$ cat src/rtl/seq_divider_if.sv
// Handshake and operand/result bundle for seq_divider.
// The requester drives the master side; the divider is the slave.
interface seq_divider_if #(
   parameter int WIDTH = 4
);
   logic             start;
   logic [WIDTH-1:0] dividend;
   logic [WIDTH-1:0] divisor;
   logic             busy;
   logic             done;
   logic [WIDTH-1:0] quotient;
   logic [WIDTH-1:0] remainder;
   logic             div_by_zero;

   modport master (
      output start, dividend, divisor,
      input  busy, done, quotient, remainder, div_by_zero
   );

   modport slave (
      input  start, dividend, divisor,
      output busy, done, quotient, remainder, div_by_zero
   );
endinterface

$ cat src/rtl/seq_divider.sv
// Restoring shift-subtract unsigned divider, one quotient bit per clock.
// A zero divisor short-circuits to DONE with quotient all ones and remainder = dividend.
module seq_divider #(
   parameter int WIDTH = 4
) (
   input  logic         clk,
   input  logic         rst,
   seq_divider_if.slave bus
);

   localparam int CW = $clog2(WIDTH + 1);

   typedef enum logic [1:0] {
      S_IDLE = 2'd0,
      S_RUN  = 2'd1,
      S_DONE = 2'd2
   } state_t;

   state_t           r_state;
   state_t           w_state_next;

   logic [WIDTH-1:0] r_q;
   logic [WIDTH-1:0] r_d;
   // The partial remainder is always below the divisor, so its top bit
   // is identically zero and is not stored.
   logic [WIDTH-1:0] r_r;
   logic [CW-1:0]    r_cnt;

   logic [WIDTH-1:0] r_quotient;
   logic [WIDTH-1:0] r_remainder;
   logic             r_dbz;

   logic             w_accept;
   logic             w_zero;
   logic             w_last;
   logic [WIDTH:0]   w_shift;
   logic [WIDTH:0]   w_trial;
   logic [WIDTH-1:0] w_q_next;
   logic [WIDTH-1:0] w_r_next;
   logic             w_busy;
   logic             w_done;

   assign w_accept = (r_state == S_IDLE) && bus.start;
   assign w_zero   = (bus.divisor == '0);
   assign w_last   = (r_state == S_RUN) && (r_cnt == CW'(1));
   assign w_shift  = {r_r, r_q[WIDTH-1]};
   assign w_trial  = w_shift - {1'b0, r_d};

   // One restoring step: keep the trial difference only when it did not borrow.
   always_comb begin
      // NOTE: every output of a combinational block gets a default first so
      // no path through it can leave a value unassigned and infer a latch.
      w_q_next = {r_q[WIDTH-2:0], 1'b0};
      w_r_next = w_shift[WIDTH-1:0];
      if (!w_trial[WIDTH]) begin
         w_q_next = {r_q[WIDTH-2:0], 1'b1};
         w_r_next = w_trial[WIDTH-1:0];
      end
   end

   // State register.
   always_ff @(posedge clk or posedge rst) begin
      // NOTE: clocked state uses non-blocking assignments so every register
      // samples the pre-edge values regardless of statement order.
      if (rst) begin
         r_state <= S_IDLE;
      end else begin
         r_state <= w_state_next;
      end
   end

   // Next-state logic.
   always_comb begin
      w_state_next = r_state;
      unique case (r_state)
         S_IDLE: begin
            if (bus.start) begin
               w_state_next = w_zero ? S_DONE : S_RUN;
            end
         end
         S_RUN: begin
            if (w_last) begin
               w_state_next = S_DONE;
            end
         end
         S_DONE: begin
            w_state_next = S_IDLE;
         end
         default: begin
            w_state_next = S_IDLE;
         end
      endcase
   end

   // Output decode; depends on the state register only.
   always_comb begin
      w_busy = 1'b0;
      w_done = 1'b0;
      unique case (r_state)
         S_RUN:   w_busy = 1'b1;
         S_DONE:  w_done = 1'b1;
         default: ;
      endcase
   end

   // Datapath and result registers.
   always_ff @(posedge clk or posedge rst) begin
      if (rst) begin
         r_q         <= '0;
         r_d         <= '0;
         r_r         <= '0;
         r_cnt       <= '0;
         r_quotient  <= '0;
         r_remainder <= '0;
         r_dbz       <= 1'b0;
      end else if (w_accept) begin
         r_q   <= bus.dividend;
         r_d   <= bus.divisor;
         r_r   <= '0;
         r_cnt <= CW'(WIDTH);
         r_dbz <= w_zero;
         if (w_zero) begin
            r_quotient  <= '1;
            r_remainder <= bus.dividend;
         end
      end else if (r_state == S_RUN) begin
         r_q   <= w_q_next;
         r_r   <= w_r_next;
         r_cnt <= r_cnt - CW'(1);
         if (w_last) begin
            r_quotient  <= w_q_next;
            r_remainder <= w_r_next;
            r_dbz       <= 1'b0;
         end
      end
   end

   assign bus.busy        = w_busy;
   assign bus.done        = w_done;
   assign bus.quotient    = r_quotient;
   assign bus.remainder   = r_remainder;
   assign bus.div_by_zero = r_dbz;

endmodule

$ cat src/flat_wrapper.sv
// flat-port wrapper written by rule: the top's interface ports become plain ports
module seq_divider_flat 
#(
   parameter int WIDTH = 4
)
  (clk, rst, bus_start, bus_dividend, bus_divisor, bus_busy, bus_done, bus_quotient, bus_remainder, bus_div_by_zero);
  seq_divider_if #(.WIDTH(WIDTH)) bus_i ();
  input  logic clk;
  input  logic rst;
  input wire logic [$bits(bus_i.start)-1:0] bus_start;
  input wire logic [$bits(bus_i.dividend)-1:0] bus_dividend;
  input wire logic [$bits(bus_i.divisor)-1:0] bus_divisor;
  output wire logic [$bits(bus_i.busy)-1:0] bus_busy;
  output wire logic [$bits(bus_i.done)-1:0] bus_done;
  output wire logic [$bits(bus_i.quotient)-1:0] bus_quotient;
  output wire logic [$bits(bus_i.remainder)-1:0] bus_remainder;
  output wire logic [$bits(bus_i.div_by_zero)-1:0] bus_div_by_zero;
  assign bus_i.start = bus_start;
  assign bus_i.dividend = bus_dividend;
  assign bus_i.divisor = bus_divisor;
  assign bus_busy = bus_i.busy;
  assign bus_done = bus_i.done;
  assign bus_quotient = bus_i.quotient;
  assign bus_remainder = bus_i.remainder;
  assign bus_div_by_zero = bus_i.div_by_zero;
  seq_divider #(.WIDTH(WIDTH)) u_core (.clk(clk), .rst(rst), .bus(bus_i));
endmodule
$ cat config.mk
export PLATFORM = sky130hd
export DESIGN_NAME = seq_divider_flat
export DESIGN_NICKNAME = d
export VERILOG_FILES = /design/src/rtl/seq_divider_if.sv /design/src/rtl/seq_divider.sv /design/src/flat_wrapper.sv
export SDC_FILE = /design/constraint.sdc
export NUM_CORES = 1
export LEC_CHECK = 0
export ABC_AREA = 1
export CAP_MARGIN = 20
export CORE_ASPECT_RATIO = 1.75
export CORE_UTILIZATION = 35
export DETAILED_ROUTE_END_ITERATION = 7
export HOLD_SLACK_MARGIN = 0.05
export SYNTH_ARGS = -nofsm -noshare
export SYNTH_HDL_FRONTEND = slang
export SYNTH_SLANG_ARGS = --single-unit
$ cat constraint.sdc
create_clock -name clk -period 2.5 [get_ports clk]
set_input_delay 0.5 -clock clk [delete_from_list [all_inputs] [get_ports clk]]
set_output_delay 0.5 -clock clk [all_outputs]
set_load 0.005 [all_outputs]
==> results.ini, run 1 <==
[floorplanning]
coreArea_sq_mm = 0.003904
die_area_sq_mm = 0.004411
ios = 22
die_w_um = 50.64
rows = 30
start_util = 0.3712
dieHeight_um = 87.12

[route]
routed_via_density = 4.676
wirelength_mm = 2.998
drt_pass1_iterations = 4
ant_nets = 0
drtIter0Drc = 38
drc_errors = 0
routedWlPerCell_um = 11.71
num_vias = 1197

[yosys]
yosysSeqAreaShare = 0.4491
synth_area_per_cell_sq_um = 7.790
yosys.area.top_type = dfrtp_1
ys_ff_latch = 26
synth_top_area_frac = 0.4491
synthCells = 186
ys_warn_count = 0
synth_fp_nets = 204
yosysUniqueCellTypes = 26
synthTopCellsByArea = dfrtp_1 (45%), nand2_1 (12%), inv_1 (8.8%)
syn_area_sq_mm = 0.001449

[run_status]
run_status = complete, no violations

[sta]
fmax_ghz = 0.5043
rsz0062_at_grt = no
period_needed_ps = 1983
slew_viol_final = 0
finalHoldViolCount = 0
timing.slew.headroom = 0.7816
worstMarginPinSlew_ps = 327.6
setup_violations = 0
finClkSkew_ps = 3.697
finalCritPeriodShare = 0.7932
tns_ps = 0

[cells_and_area]
final_common_cell = nand2_1
nFillCells = 418
final_cell_mix = nand2_1 (45), inv_1 (34), dfrtp_1 (26)
num_antenna_cells = 0
nets = 228
drive_gt1_frac = 0.08654
layout-area-overhead-vs-synth_pct = 20.55

[clock_network]
root_buffer = clkbuf_8
hold_buffers = 0
clock-sinks = 26
worstSkewPairLatency_ps = 260
path_clk_slew_ps = 90
cts_setup_buffers = 0
post_cts_resized = 0
numCtsBuffers = 3
cts_tree = done
clock_path_buffers = 2
htreeDepth = 1

[setup_path]
cp.required_ps = 2710
crit_fanout = 6
crit_path_frequent_cell = nand2_1
critPathBufInv = 3
reg2reg_from = u_core.r_q[3]
critPathTopFamily = simple AND/OR/NAND/NOR gates
cp_slowest_cell = fa_1
crit_start = u_core.r_q[3]
crit_path_start_kind = flop
critPathArrivalTime_ps = 2200
crit_path_cell_trace = inv_1 -> ha_1 -> fa_1 -> inv_1 -> nand2_1 -> nand2_1 -> nand3_1 -> nand2_1 -> nand3_1 -> nand3_1 -> nand2_1 -> inv_1
cp-end-kind = flop
max_stage_delay_ps = 410
critical_path_class = reg2reg

[power_and_ir_drop]
p_leak_nw = 0.9243
ir_drop_v = 0.0006247
finalPower_mw = 2.319
pwr_density_cell_mw_per_mm2 = 1327

[placed_design]
port_buffers = 21
place.gp.congestion = 0.7620
place_hpwl_mm = 2.362

[grt]
grt_pass1_wl_mm = 5.319
track_usage = 0.1617
grt_max_degree = 27
grt_pass1_vias = 1165
grt_overflow = 0
antenna_found_initial = 0

[run]
drv_cap = 0

[worst_hold_path]
worstHoldPathType = reg2reg
min_from = u_core.r_d[3]

-- cell families after synthesis --
| logic type | after synthesis | synth area share |
|---|---|---|
| xor+xnor | 1 | 0.006046 |
| fa+ha+maj | 7 | 0.06563 |
| compound gates | 21 | 0.08032 |
| flops | 26 | 0.4490 |
| simple gates | 91 | 0.2858 |
| buf+inv | 40 | 0.1131 |
-- final timing paths --
kind / to / slack [ps] / cells past startpoint
hold / removal: u_core.r_d[3] / 490 / 2
setup reg to reg: u_core.bus.remainder[1] / 520 / 12
max in group asynchronous: u_core.r_d[3] / 1680 / 3
setup / recovery: u_core.bus.remainder[1] / 520 / 12
min in group asynchronous: u_core.r_q[1] / 580 / 3
hold reg to reg: u_core.r_d[3] / 490 / 2
-- Yosys cell counts --
library cell   n
nand3_1       20
nand2_2        4
nand4_1        1
buf_4          1
ha_1           6
dfrtp_1       26
xnor2_1        1
a21o_1         1
nor2_1        11
a21oi_1        2
or2_0          1
buf_2          2
o221ai_1       2
nand3b_1       1
fa_1           1
buf_6          1
inv_2          2
or2_2          2
or2_1          1
nor2_4         1
o22ai_1        1
nand2_1       45
o21ai_0       15
nand3_2        1
nor2_2         3
inv_1         34
-- registers in the layout, summed over array words and instances, names as in the netlist --
signal and count:
u_core.bus.quotient 4, u_core.bus.remainder 4, u_core.r_d 4, u_core.r_q 4
u_core.r_r 4, u_core.r_cnt 3, u_core.r_state 2, u_core.bus.div_by_zero 1
-- worst reg2reg max path, cell delays in order, from the launching register on --
cell     delay (ps)
dfrtp_1         380
inv_1            50
ha_1            200
fa_1            410
inv_1            90
nand2_1          50
nand2_1          70
nand3_1          70
nand2_1         210
nand3_1         140
nand3_1         140
nand2_1          70
inv_1            50
-- stage by stage --
stage                     area [sq um]  hold slack, ps  cells  setup WS, ps  utilization
after floorplan                   1449           453.0    186         832.4            -
after global routing              1747           531.4    256         299.8       0.4474
after global placement            1705           469.9    253         432.1       0.4369
after detailed placement          1705           472.9    253         407.2       0.4369
final                             1747           485.5    256         517.1       0.4474
after CTS                         1747           494.6    256         498.3       0.4474
-- routing by layer --
metal	up-vias	part of all wire	GRT usage
met1	561	0.40	0.1804
met2	11	0.57	0.3030
met4	0	0.014	0.06818
met3	4	0.016	0.01571
li1	621	-	-
met5	-	0	0
-- power by group --
group          internal (mW)  total (mW)  switching (mW)
clock network          0.108       0.232           0.124
registers              0.624       0.753           0.129
logic                  0.562        1.33           0.772
total                   1.29        2.32            1.03
-- final cells by class --
class	instances	area, sq um	area share
clock buffers	3	41.29	0.02364
flip-flops and latches	26	650.6	0.3725
well taps	48	60.06	0.03438
repair buffers	23	225.2	0.1289
multi-input cells	120	634.4	0.3632
inverters	36	135.1	0.07736
No activity file was read; power rests on OpenSTA's default activity.
==> inputs of run 2 (changes only) <==
- clock period: 2.5 -> 1.9 ns (I/O delays scaled with it)
==> run 2 against run 1 <==
Die area stayed put. Hold slack worse by 33 ps. Clock power is 54% higher. Global-route usage is 0.80 points higher. Combinational power is 56% higher. Sequential cell count stayed put. Via count is 5.3% higher. Count of clock-buffer cells in the layout is 1 higher. Clock skew is 2.0 ps lower. Sequential power is 30% higher. Register-to-register slack worse by 400 ps. Final area is 7.2% higher. Highest routed layer unchanged.
==> results.ini, run 2 (same netlist as run 1, synthesis figures left out) <==
[power_and_ir_drop]
power_frac_comb = 0.608
pwr-share-seq = 0.287
power_frac_clock = 0.105
internal_power_mw = 1.917
p_leak_nw = 0.9880
ir_drop_v = 0.0007960
switching_share = 0.4368
p_switching_mw = 1.486
pwr_density_cell_mw_per_mm2 = 1817

[floorplanning]
dieHeight_um = 87.12
die_area_sq_mm = 0.004411
ios = 22
die_w_um = 50.64
coreArea_sq_mm = 0.003904
rows = 30
start_util = 0.3712

[setup_path]
cp.required_ps = 1520
reg2reg_from = u_core.r_d[0]
crit_path_cell_trace = nor2_4 -> clkdlybuf4s50_1
reg2reg_slack_ps = 120
worstReg2RegEnd = u_core.r_q[0]
critPathBufInv = 1
crit_fanout = 7
critical_path_class = reg2out
cp_slowest_cell = clkdlybuf4s50_1
crit_path_start_kind = flop
critPathTopFamily = buffers and inverters
critPathArrivalTime_ps = 1440
worstRegToRegCells = 9
cp-end-kind = primary output
max_stage_delay_ps = 540

[sta]
finalHoldViolCount = 0
timing.slew.headroom = 0.7681
whs_ps = 452.9
finalCritPeriodShare = 0.9556
setup_violations = 0
worstMarginPinSlew_ps = 347.8
setup_ws_ps = 84.45
finClkSkew_ps = 1.711
slew_viol_final = 0
fmax_ghz = 0.5508
tns_ps = 0
period_needed_ps = 1816

[placed_design]
place_hpwl_mm = 2.591
place.gp.congestion = 0.8326
place_ws_ps = 27.41
port_buffers = 21

[clock_network]
htreeDepth = 1
root_buffer = clkbuf_8
numCtsBuffers = 3
cts_tree = done
hold_buffers = 0
clock_path_buffers = 2
clock-sinks = 26
path_clk_slew_ps = 90
worstSkewPairLatency_ps = 270

[route]
wirelength_mm = 3.329
num_vias = 1260
drtIter0Drc = 31
ant_nets = 0
routedWlPerCell_um = 12.42
routed_via_density = 4.701
drt_pass1_iterations = 4
drc_errors = 0

[cells_and_area]
drive_gt1_frac = 0.1636
nets = 239
layout-area-overhead-vs-synth_pct = 29.27
num_antenna_cells = 0
final_common_cell = nand2_1
fin_util = 0.4798
final_cell_mix = nand2_1 (44), inv_1 (34), dfrtp_1 (26)

[run_status]
run_status = complete, no violations

[grt]
grt_pass1_wl_mm = 5.575
track_usage = 0.1697
antenna_found_initial = 0
grt_pass1_vias = 1316
grt_overflow = 0
grt_max_degree = 27

[worst_hold_path]
worstHoldPathType = in2async

[run]
drv_cap = 0

run 2: cell types whose count changed in the layout (fill, tap and decap cells not counted), sizes merged:
cell / change
buf: +11
clkbuf: +1
run 2: how the worst max path moves through the flow:
| stage | startpoint | end | cells past startpoint |
|---|---|---|---|
| floorplan | u_core.r_d[0] | u_core.bus.remainder[3] | 10 |
| global placement | u_core.r_d[0] | u_core.bus.quotient[0] | 8 |
| detailed placement | u_core.r_d[0] | u_core.r_r[0] | 11 |
| CTS | u_core.r_d[0] | u_core.r_r[0] | 11 |
| global route | u_core.r_d[0] | u_core.r_r[1] | 10 |
| finish | u_core.r_state[1] | bus_busy | 2 |
run 2: final cells by class:
class,count,area [sq um]
flip-flops and latches,26,650.6
inverters,36,135.1
well taps,48,60.06
clock buffers,4,55.05
fillers,410,2031
repair buffers,34,307.8
multi-input cells,120,664.4
run 2: stage by stage:
step / instance area [sq um] / std cells / power (mW)
6_report: 1873 / 268 / 3.403
5_1_grt: 1873 / 268 / 3.746
4_1_cts: 1831 / 266 / 3.317
3_5_place_dp: 1773 / 262 / 2.930
3_3_place_gp: 1773 / 262 / 2.901
2_1_floorplan: 1449 / 186 / 2.229
run 2: what timing repair did:
| action | CTS | global route |
|---|---|---|
| hold endpoints to repair | 0 | 0 |
| pin swaps | 0 | 2 |
| endpoints found under the setup margin | 1 | 9 |
| setup buffers | 0 | 2 |
| gates resized for setup | 1 | 7 |
run 2: power by group through the flow:
| stage | clock, mW | combinational [mW] | sequential [mW] |
|---|---|---|---|
| floorplan | 0 | 1.26 | 0.967 |
| global placement | 0 | 1.91 | 0.988 |
| detailed placement | 0 | 1.94 | 0.987 |
| CTS | 0.373 | 1.97 | 0.978 |
| global route | 0.382 | 2.36 | 1.00 |
| finish | 0.357 | 2.07 | 0.978 |
run 2: metal layers:
layer  track usage  vias up  share of wire
met3       0.01222        6          0.017
met5             0        -              0
li1              -      647              -
met4       0.08333        0          0.022
met1        0.1628      588           0.38
met2        0.3442       19           0.58
run 2: worst min-delay path: cells and delay by family:
family / cells / cell delay, ps
buf+inv: 3 / 760
